$ cat src/rtl/self_test_pkg.sv
`default_nettype none
// ============================================================================
// Module   : self_test_pkg
// Purpose  : Shared definitions for the self-test result monitor. Holds the
//            monitor FSM state encoding, the report framing constants and a
//            helper that assembles the report header word.
// Contents : state_e        - IDLE / ARMED / REPORT / DONE
//            RPT_MAGIC      - tag in the top byte of report word 0
//            RPT_WORDS      - number of words in one report
//            HDR_*          - bit positions of the header fields
//            build_header() - packs magic, pass, timeout and status
// Revision : 1.0 - initial release
// ============================================================================
package self_test_pkg;

    typedef enum logic [1:0] {
        ST_IDLE   = 2'd0,
        ST_ARMED  = 2'd1,
        ST_REPORT = 2'd2,
        ST_DONE   = 2'd3
    } state_e;

    localparam logic [7:0] RPT_MAGIC       = 8'hA5;
    localparam int         RPT_WORDS       = 4;
    localparam int         RPT_IDX_W       = 2;
    localparam int         STATUS_W        = 3;

    localparam int         HDR_MAGIC_LSB   = 24;
    localparam int         HDR_PASS_BIT    = 4;
    localparam int         HDR_TIMEOUT_BIT = 3;
    localparam int         HDR_STATUS_LSB  = 0;

    // Header word: {magic, 19'b0, pass, timeout, status}
    function automatic logic [31:0] build_header(
        input logic                pass,
        input logic                timeout,
        input logic [STATUS_W-1:0] status
    );
        logic [31:0] hdr;
        hdr                                   = '0;
        hdr[HDR_MAGIC_LSB +: 8]               = RPT_MAGIC;
        hdr[HDR_PASS_BIT]                     = pass;
        hdr[HDR_TIMEOUT_BIT]                  = timeout;
        hdr[HDR_STATUS_LSB +: STATUS_W]       = status;
        return hdr;
    endfunction

endpackage
`default_nettype wire

$ cat src/rtl/self_test_report_tx.sv
`default_nettype none
// ============================================================================
// Module   : self_test_report_tx
// Purpose  : Streams the four captured report words over a valid/ready port.
//            A load pulse restarts the word index at 0 and raises valid; the
//            index advances only on an accepted transfer, and valid drops
//            after the last word is accepted.
// Ports    : clk            in   clock, rising edge
//            reset          in   synchronous active-low reset
//            i_load         in   start a new report (one-cycle pulse)
//            i_word0..3     in   report words, held stable by the caller
//            i_rpt_ready    in   host accepts the current word
//            o_rpt_data     out  current report word (0 while idle)
//            o_rpt_valid    out  report word valid
//            o_last_accept  out  pulse: final word accepted this cycle
// Revision : 1.0 - initial release
// ============================================================================
module self_test_report_tx
    import self_test_pkg::*;
(
    input  logic        clk,
    input  logic        reset,
    input  logic        i_load,
    input  logic [31:0] i_word0,
    input  logic [31:0] i_word1,
    input  logic [31:0] i_word2,
    input  logic [31:0] i_word3,
    input  logic        i_rpt_ready,
    output logic [31:0] o_rpt_data,
    output logic        o_rpt_valid,
    output logic        o_last_accept
);

    localparam logic [RPT_IDX_W-1:0] C_LAST_IDX = RPT_IDX_W'(RPT_WORDS - 1);

    logic [RPT_IDX_W-1:0] idx_q;
    logic [RPT_IDX_W-1:0] idx_d;
    logic                 valid_q;
    logic                 valid_d;
    logic                 w_xfer;
    logic [31:0]          w_word;

    assign w_xfer        = valid_q & i_rpt_ready;
    assign o_last_accept = w_xfer & (idx_q == C_LAST_IDX);

    always_comb begin
        idx_d   = idx_q;
        valid_d = valid_q;
        if (i_load) begin
            idx_d   = '0;
            valid_d = 1'b1;
        end else if (w_xfer) begin
            // Index wraps back to 0 after the last word; valid closes the report.
            idx_d = idx_q + 1'b1;
            if (idx_q == C_LAST_IDX) begin
                valid_d = 1'b0;
            end
        end
    end

    always_ff @(posedge clk) begin
        if (!reset) begin
            idx_q   <= '0;
            valid_q <= 1'b0;
        end else begin
            idx_q   <= idx_d;
            valid_q <= valid_d;
        end
    end

    always_comb begin
        w_word = '0;
        case (idx_q)
            2'd0:    w_word = i_word0;
            2'd1:    w_word = i_word1;
            2'd2:    w_word = i_word2;
            default: w_word = i_word3;
        endcase
    end

    // Data is forced to zero outside a report so the port is quiet when idle.
    assign o_rpt_data  = valid_q ? w_word : 32'd0;
    assign o_rpt_valid = valid_q;

endmodule
`default_nettype wire

$ cat src/rtl/self_test_monitor.sv
`default_nettype none
// ============================================================================
// Module   : self_test_monitor
// Purpose  : Consumer end of the self-tester result interface. Arms on
//            i_start, watches the tester done level for a rising edge while a
//            watchdog counts, then snapshots status/count/perf and the
//            watchdog value and streams a 4-word report to the host.
// Params   : TIMEOUT_CYCLES  watchdog limit after arm (0 disables it)
//            PASS_STATUS     status code meaning "passed"
//            EXP_COUNT       required result count (0 = not checked)
// Ports    : clk             in   clock, rising edge
//            reset           in   synchronous active-low reset
//            i_start         in   arm pulse, honoured in IDLE or DONE
//            i_test_status   in   tester status code (3 bits)
//            i_result_count  in   tester result count
//            i_perf_counter  in   tester perf counter
//            i_test_done     in   tester done level
//            o_rpt_data      out  report word
//            o_rpt_valid     out  report word valid
//            i_rpt_ready     in   host ready
//            o_busy          out  armed or reporting
//            o_pass          out  verdict, valid in DONE
//            o_timeout       out  watchdog fired this run
// Revision : 1.0 - initial release
// ============================================================================
module self_test_monitor
    import self_test_pkg::*;
#(
    parameter int unsigned TIMEOUT_CYCLES = 1000000,
    parameter logic [2:0]  PASS_STATUS    = 3'd1,
    parameter logic [31:0] EXP_COUNT      = 32'd0
) (
    input  logic        clk,
    input  logic        reset,
    input  logic        i_start,
    input  logic [2:0]  i_test_status,
    input  logic [31:0] i_result_count,
    input  logic [31:0] i_perf_counter,
    input  logic        i_test_done,
    output logic [31:0] o_rpt_data,
    output logic        o_rpt_valid,
    input  logic        i_rpt_ready,
    output logic        o_busy,
    output logic        o_pass,
    output logic        o_timeout
);

    localparam logic        C_WDOG_EN    = (TIMEOUT_CYCLES != 0);
    localparam logic [31:0] C_WDOG_LIMIT = 32'(TIMEOUT_CYCLES - 32'd1);

    state_e      state_q,       state_d;
    logic        done_q,        done_d;
    logic [31:0] wdog_q,        wdog_d;
    logic [2:0]  snap_status_q, snap_status_d;
    logic [31:0] snap_count_q,  snap_count_d;
    logic [31:0] snap_perf_q,   snap_perf_d;
    logic [31:0] snap_wdog_q,   snap_wdog_d;
    logic        snap_pass_q,   snap_pass_d;
    logic        timeout_q,     timeout_d;
    logic        pass_q,        pass_d;

    logic        w_done_edge;
    logic        w_timeout_hit;
    logic        w_capture;
    logic        w_count_ok;
    logic        w_cap_pass;
    logic        w_load;
    logic        w_last_accept;
    logic [31:0] w_word0;

    // done_q tracks the done level every cycle, so a level that is already
    // high when the monitor arms never looks like an edge.
    assign w_done_edge   = i_test_done & ~done_q;
    // A done edge in the same cycle as the limit takes priority over timeout.
    assign w_timeout_hit = C_WDOG_EN & (wdog_q == C_WDOG_LIMIT) & ~w_done_edge;
    assign w_capture     = w_done_edge | w_timeout_hit;
    assign w_count_ok    = (EXP_COUNT == 32'd0) | (i_result_count == EXP_COUNT);
    assign w_cap_pass    = (i_test_status == PASS_STATUS) & ~w_timeout_hit & w_count_ok;

    always_comb begin
        state_d       = state_q;
        done_d        = i_test_done;
        wdog_d        = wdog_q;
        snap_status_d = snap_status_q;
        snap_count_d  = snap_count_q;
        snap_perf_d   = snap_perf_q;
        snap_wdog_d   = snap_wdog_q;
        snap_pass_d   = snap_pass_q;
        timeout_d     = timeout_q;
        pass_d        = pass_q;
        w_load        = 1'b0;

        case (state_q)
            ST_IDLE, ST_DONE: begin
                if (i_start) begin
                    state_d   = ST_ARMED;
                    wdog_d    = 32'd0;
                    timeout_d = 1'b0;
                    pass_d    = 1'b0;
                end
            end
            ST_ARMED: begin
                if (wdog_q != 32'hFFFF_FFFF) begin
                    wdog_d = wdog_q + 32'd1;
                end
                if (w_capture) begin
                    snap_status_d = i_test_status;
                    snap_count_d  = i_result_count;
                    snap_perf_d   = i_perf_counter;
                    snap_wdog_d   = wdog_q;
                    snap_pass_d   = w_cap_pass;
                    timeout_d     = w_timeout_hit;
                    w_load        = 1'b1;
                    state_d       = ST_REPORT;
                end
            end
            ST_REPORT: begin
                // The verdict is published only once the host has the whole report.
                if (w_last_accept) begin
                    state_d = ST_DONE;
                    pass_d  = snap_pass_q;
                end
            end
            default: begin
                state_d = ST_IDLE;
            end
        endcase
    end

    always_ff @(posedge clk) begin
        if (!reset) begin
            state_q       <= ST_IDLE;
            done_q        <= 1'b0;
            wdog_q        <= 32'd0;
            snap_status_q <= 3'd0;
            snap_count_q  <= 32'd0;
            snap_perf_q   <= 32'd0;
            snap_wdog_q   <= 32'd0;
            snap_pass_q   <= 1'b0;
            timeout_q     <= 1'b0;
            pass_q        <= 1'b0;
        end else begin
            state_q       <= state_d;
            done_q        <= done_d;
            wdog_q        <= wdog_d;
            snap_status_q <= snap_status_d;
            snap_count_q  <= snap_count_d;
            snap_perf_q   <= snap_perf_d;
            snap_wdog_q   <= snap_wdog_d;
            snap_pass_q   <= snap_pass_d;
            timeout_q     <= timeout_d;
            pass_q        <= pass_d;
        end
    end

    assign w_word0 = build_header(snap_pass_q, timeout_q, snap_status_q);

    self_test_report_tx u_report_tx (
        .clk           (clk),
        .reset         (reset),
        .i_load        (w_load),
        .i_word0       (w_word0),
        .i_word1       (snap_count_q),
        .i_word2       (snap_perf_q),
        .i_word3       (snap_wdog_q),
        .i_rpt_ready   (i_rpt_ready),
        .o_rpt_data    (o_rpt_data),
        .o_rpt_valid   (o_rpt_valid),
        .o_last_accept (w_last_accept)
    );

    assign o_busy    = (state_q == ST_ARMED) | (state_q == ST_REPORT);
    assign o_pass    = pass_q;
    assign o_timeout = timeout_q;

endmodule
`default_nettype wire

$ cat config.mk
export PLATFORM = sky130hd
export DESIGN_NAME = self_test_monitor
export DESIGN_NICKNAME = d
export VERILOG_FILES = /design/src/rtl/self_test_pkg.sv /design/src/rtl/self_test_report_tx.sv /design/src/rtl/self_test_monitor.sv
export SDC_FILE = /design/constraint.sdc
export NUM_CORES = 1
export LEC_CHECK = 0
export ABC_CLOCK_PERIOD_IN_PS = 2500
export CORE_ASPECT_RATIO = 1.75
export CORE_UTILIZATION = 35
export DETAILED_ROUTE_END_ITERATION = 8
export GPL_TIMING_DRIVEN = 0
export SYNTH_ARGS = -nofsm -noshare
export SYNTH_HDL_FRONTEND = slang
export SYNTH_SLANG_ARGS = --single-unit
$ cat constraint.sdc
create_clock -name clk -period 2.5 [get_ports clk]
set_input_delay 0.25 -clock clk [delete_from_list [all_inputs] [get_ports clk]]
set_output_delay 0.25 -clock clk [all_outputs]
set_load 0.005 [all_outputs]
**Yosys cells after proc, flatten, opt, wreduce, memory -nomap -nowiden**

Index checks and enable logic that the tools add are counted.

- Logic and storage cells: 71
- Bits in registers: 140
- Output and inout port bits: 36
- Input port bits: 72

- Equal/unequal tests: 13
- Reduce and logical (&&, ||, !) cells: 14
- Add/subtract/negate cells: 2
- Bitwise logic cells: 11
- Muxes and demuxes: 19

Operator list:

| kind | number |
|---|---|
| two-way mux 32 bit | 3 |
| one-hot mux 32 bit (3 select lines) | 1 |
| one-hot mux 32 bit (2 select lines) | 1 |
| adder 32 x 1 -> 32 bit, second input constant | 1 |
| == test 32 x 20 -> 1 bit, second input constant | 1 |
| inequality test 32 bit, second input constant | 1 |
| AND reduction 3 bit | 4 |
| == test 2 bit, second input constant | 4 |
| two-way mux 1 bit | 8 |
| nonzero test 2 bit | 4 |
| two-way mux 2 bit | 3 |
| inequality test 2 bit, second input constant | 3 |
| one-hot mux 2 bit (3 select lines) | 1 |
| AND 1 bit | 5 |
| == test 2 x 1 -> 1 bit, second input constant | 2 |
| logical NOT 2 bit | 2 |
| inverter 1 bit | 4 |
| one-hot mux 1 bit (2 select lines) | 2 |
| AND reduction 2 bit | 2 |
| OR reduction 2 bit | 2 |
| == test 3 x 1 -> 1 bit, second input constant | 1 |
| adder 2 x 1 -> 2 bit, second input constant | 1 |
| inequality test 2 x 1 -> 1 bit, second input constant | 1 |
| bitwise OR 1 bit | 2 |

**Depth between registers and ports, before layout**

- Depth in word-level cells: 9
- Gate-level depth with buffers: 9
- Gate-level depth less buffers: 7

**Hierarchy**

A second synthesis with hierarchy kept.

- Cell total of the unflattened synthesis: 894
- Area total of the unflattened synthesis: 7,463.4 µm²

Modules (own cells, without submodules):

| module | cells each | sequential area each (µm²) | area each (µm²) | instances |
|---|---|---|---|---|
| self_test_monitor | 726 | 2,742.6 | 6,140.9 | 1 |
| self_test_report_tx | 168 | 60.1 | 1,322.5 | 1 |

**Least setup slack after synthesis**

Ideal clock, no wire load.

- Path kind: flip-flop to flip-flop
- From: register wdog_q[0]
- To: register snap_wdog_q[9]
- Path buffers: 2
- Arrival: 2.126 ns
- Data required time: 2.428 ns
- Stages on the path, launching flop included: 9
- Clock period less this slack: 2.198 ns
- Library setup time: 0.072 ns
- Path slack: 0.302 ns
- Cells stage by stage: dfxtp_1 -> ha_1 -> and3_1 -> nand4_1 -> or4_1 -> a21oi_2 -> buf_6 -> buf_6 -> mux2i_1

- Longest elaborated chain between the ends: 4

RTL lines:

| what | line | text |
|---|---|---|
| start, declared | self_test_monitor.sv:53 | `logic [31:0] wdog_q, wdog_d;` |
| start signal, assigned | self_test_monitor.sv:145 | `wdog_q <= wdog_d;` |
| == test 32 x 20 -> 1 bit | self_test_monitor.sv:75 | `assign w_timeout_hit = C_WDOG_EN & (wdog_q == C_WDOG_LIMIT) & ~w_done_edge;` |
| AND 1 bit | self_test_monitor.sv:75 |  |
| bitwise OR 1 bit | self_test_monitor.sv:76 | `assign w_capture = w_done_edge \| w_timeout_hit;` |
| AND reduction 2 bit (no line) | - |  |
| end signal, assigned | self_test_monitor.sv:149 | `snap_wdog_q <= snap_wdog_d;` |
| end, declared | self_test_monitor.sv:57 | `logic [31:0] snap_wdog_q, snap_wdog_d;` |

No other way between the ends.
A chain may end at the register's enable or synchronous reset.

**Worst setup path after layout**

- From: register wdog_q[0]
- To: register snap_count_q[2]

- Longest elaborated chain between the ends: 4

RTL lines:

| what | line | text |
|---|---|---|
| == test 32 x 20 -> 1 bit | self_test_monitor.sv:75 |  |
| AND 1 bit | self_test_monitor.sv:75 |  |
| bitwise OR 1 bit | self_test_monitor.sv:76 |  |
| AND reduction 2 bit (no line) | - |  |
| end signal, assigned | self_test_monitor.sv:147 | `snap_count_q <= snap_count_d;` |
| end, declared | self_test_monitor.sv:55 | `logic [31:0] snap_count_q, snap_count_d;` |

No other way between the ends.

==> flow_metrics.env <==
export IMPL_run_status="finished clean"
export IMPL_crit_chain="ha_4 > and3_2 > nand4_1 > or4_4 > a21oi_4 > clkbuf_16 > buf_6 > mux2i_1"
export IMPL_initialDrtViolationCount=418
export IMPL_postLayoutCellArea_mm2=0.00950
export IMPL_start_util_pct=35.9
export IMPL_drive_gt1_share_pct=11.0
export IMPL_worstHoldPathType="in2reg"
export IMPL_wl_per_cell_um=20.3
export IMPL_drc=0
export IMPL_synth_cell_types=54
export IMPL_crit_arrival_ns=2.83
export IMPL_tns_ns=0
export IMPL_area_delta_synth_final_pct=33.5
export IMPL_cpMaxStageDelayCell="or4_4"
export IMPL_die_h_um=191
export IMPL_crit_type="reg2reg"
export IMPL_cts_tree="built"
export IMPL_syn_area_per_cell_um2=8.53
export IMPL_numCtsBuffers=17
export IMPL_ys_seq_elements=140
export IMPL_yosysSeqAreaShare_pct=39.4
export IMPL_layout_nets=1051
export IMPL_grt_first_pass_wirelength_um=38000
export IMPL_path_clk_slew_ns=0.06
export IMPL_slowest_delay_ns=0.59
export IMPL_grt_max_degree=17
export IMPL_r2r_slack_ns=0.02
export IMPL_slew_violations=0
export IMPL_core_area_mm2=0.0198
export IMPL_via_count=6808
export IMPL_dp_cells=1185
export IMPL_ff2ff_path_depth=8
export IMPL_reg2reg_to="snap_count_q[2]"
export IMPL_drt_pass1_iter_count=6
export IMPL_hold_viol=0
export IMPL_cp_end_kind="register"
export IMPL_ant_nets=0
export IMPL_num_rows=68
export IMPL_cts_root_buf="clkbuf_16"
export IMPL_layout_common_cells="227 x nand2_1, 135 x dfxtp_1, 100 x mux2i_1, 87 x clkdlybuf4s50_1, 37 x clkbuf_1"
export IMPL_syn_area_mm2=0.00712
export IMPL_finalSetupViolCount=0
export IMPL_gr_total_overflow=0
export IMPL_period_share_pct=99.2
export IMPL_dpl_cell_area_mm2=0.00849
export IMPL_skew_ns=0.0119
export IMPL_maxCapViolCount=0
export IMPL_synthFlopType="dfxtp_1"
export IMPL_fmax_ghz=0.403
export IMPL_clk_latency_ns=0.43
export IMPL_crit_end="snap_count_q[2]"
export IMPL_min_delay_start="reset"
export IMPL_fp_dieW_um=110
export IMPL_totalWireLength_um=24900
export IMPL_worstMarginPinSlew_ns=0.790
export IMPL_synth_nets=915
export IMPL_p_leak_uw=0.00372
export IMPL_n_antenna_cell=0
export IMPL_viasPerCell=5.54
export IMPL_finalCriticalPeriod_ns=2.48
export IMPL_critPathRequiredTime_ns=2.85
export IMPL_grt_pass1_vias=6789
export IMPL_r2r_start="wdog_q[0]"
export IMPL_grt_total_usage_pct=24.5
export IMPL_setup_ws_ns=0.0204
export IMPL_timing_slew_headroom_pct=46.8
export IMPL_io_pins=108
export IMPL_antenna_found_initial=0
export IMPL_dieArea_mm2=0.0209
export IMPL_htree_levels=4
export IMPL_hold_ws_ns=0.279
export IMPL_io_buffers=106
export IMPL_path_max_fanout=10
export IMPL_place_congestion=0.953
export IMPL_fillers=1941
export IMPL_power_per_cell_area_mw_per_mm2=742
export IMPL_layout_commonest_cell="nand2_1"
export IMPL_netlist_instances=834
export IMPL_dp_slack_ns=-0.447
export IMPL_hpwl_um=18600
export IMPL_yosysWarnings=0
export IMPL_worstSetupStartpointType="register"
export IMPL_clock_path_buffers=2
export IMPL_finalNonFillerCells=1228
export IMPL_irDropWorstVdd_v=0.000478
export IMPL_synth_edf_count=0
export IMPL_critPathLaunch="wdog_q[0]"
export IMPL_clock_sinks=140
export IMPL_synthArstFlopShare_pct=0
-- synthesized netlist by cell type, types with 13 or more instances --
| cell | n | share of area [%] |
|---|---|---|
| nor2_1 | 20 | 1.1 |
| nand2_1 | 227 | 12 |
| o21ai_0 | 26 | 1.8 |
| mux2i_1 | 100 | 14 |
| inv_1 | 13 | 0.69 |
| o211a_1 | 33 | 4.6 |
| a221o_1 | 23 | 3.2 |
| a21oi_1 | 16 | 1.1 |
| a31oi_1 | 18 | 1.6 |
| dfxtp_1 | 140 | 39 |
| clkbuf_1 | 53 | 2.8 |
-- metal layers --
layer | global-route usage, % | part of all wire (%)
met1 | 26.7 | 38
met2 | 43.5 | 52
met3 | 3.08 | 3.6
met4 | 15.5 | 6.1
met5 | 0 | 0
-- cell families (layout without fill, tap and decap cells) --
kind of cell / Yosys count / after routing / share of synthesized area [%]
adders and majority gates: 9 / 9 / 1.58
AOI/OAI and AO/OA: 164 / 164 / 18.2
buffers and inverters: 84 / 233 / 5.71
DFF: 140 / 140 / 39.4
muxes: 101 / 101 / 14.2
and+or+nand+nor: 335 / 335 / 20.8
xor gates and xnor gates: 1 / 1 / 0.123
-- how the worst min path moves through the flow --
| stage | to | slack (ns) | cells after the start |
|---|---|---|---|
| 2_1_floorplan | done_q | 0.37 | 1 |
| 3_3_place_gp | snap_perf_q[18] | 0.44 | 2 |
| 3_5_place_dp | snap_count_q[6] | 0.45 | 2 |
| 4_1_cts | wdog_q[29] | 0.27 | 3 |
| 5_1_grt | wdog_q[29] | 0.32 | 3 |
| 6_report | wdog_q[30] | 0.28 | 3 |
-- sequential cells by signal, indices dropped and copies added (netlist names) --
name	cells
o_timeout	1
u_report_tx.o_rpt_valid	1
snap_pass_q	1
state_q	2
snap_count_q	32
done_q	1
snap_status_q	3
snap_perf_q	32
snap_wdog_q	32
wdog_q	32
o_pass	1
u_report_tx.idx_q	2
-- area by class of cell --
type                    instances  area (um^2)  area share, %
plain buffers                  68          484           5.10
multi-input cells             610         4070           42.8
flip-flops and latches        140         2820           29.7
clock inverters                 9          113           1.19
clock buffers                  23          468           4.92
well taps                     245          307           3.23
inverters                      13         52.6          0.553
repair buffers                120         1190           12.5
-- through the flow --
| stage | total power (uW) | utilization, % |
|---|---|---|
| final | 7050 | 47.9 |
| after global routing | 7300 | 47.9 |
| after CTS | 6960 | 46.9 |
| after detailed placement | 4390 | 42.8 |
| after global placement | 4390 | 42.8 |
| after floorplan | 3660 | - |
-- critical path, delay by kind of cell (launching register included) --
family / cells / cell delay (ns)
compound gates: 1 / 0.28
mux: 1 / 0.20
buf+inv: 2 / 0.39
fa+ha+maj: 1 / 0.15
flops: 1 / 0.39
simple gates: 3 / 0.98
-- repair_timing --
| action | CTS | global route |
|---|---|---|
| hold buffers | 0 | 0 |
| setup endpoints to repair | 168 | 119 |
| endpoints found under the hold margin | 0 | 0 |
| resized for setup | 74 | 41 |
| gates cloned | 0 | 1 |
| setup buffers | 7 | 6 |
| pin swaps | 7 | 7 |
-- report_power, final --
part,switching [uW],internal [uW],total (uW)
clock,1000,1530,2530
combinational,1250,784,2040
sequential,104,2380,2480
total,2360,4690,7050
No activity file was read; power rests on OpenSTA's default activity.
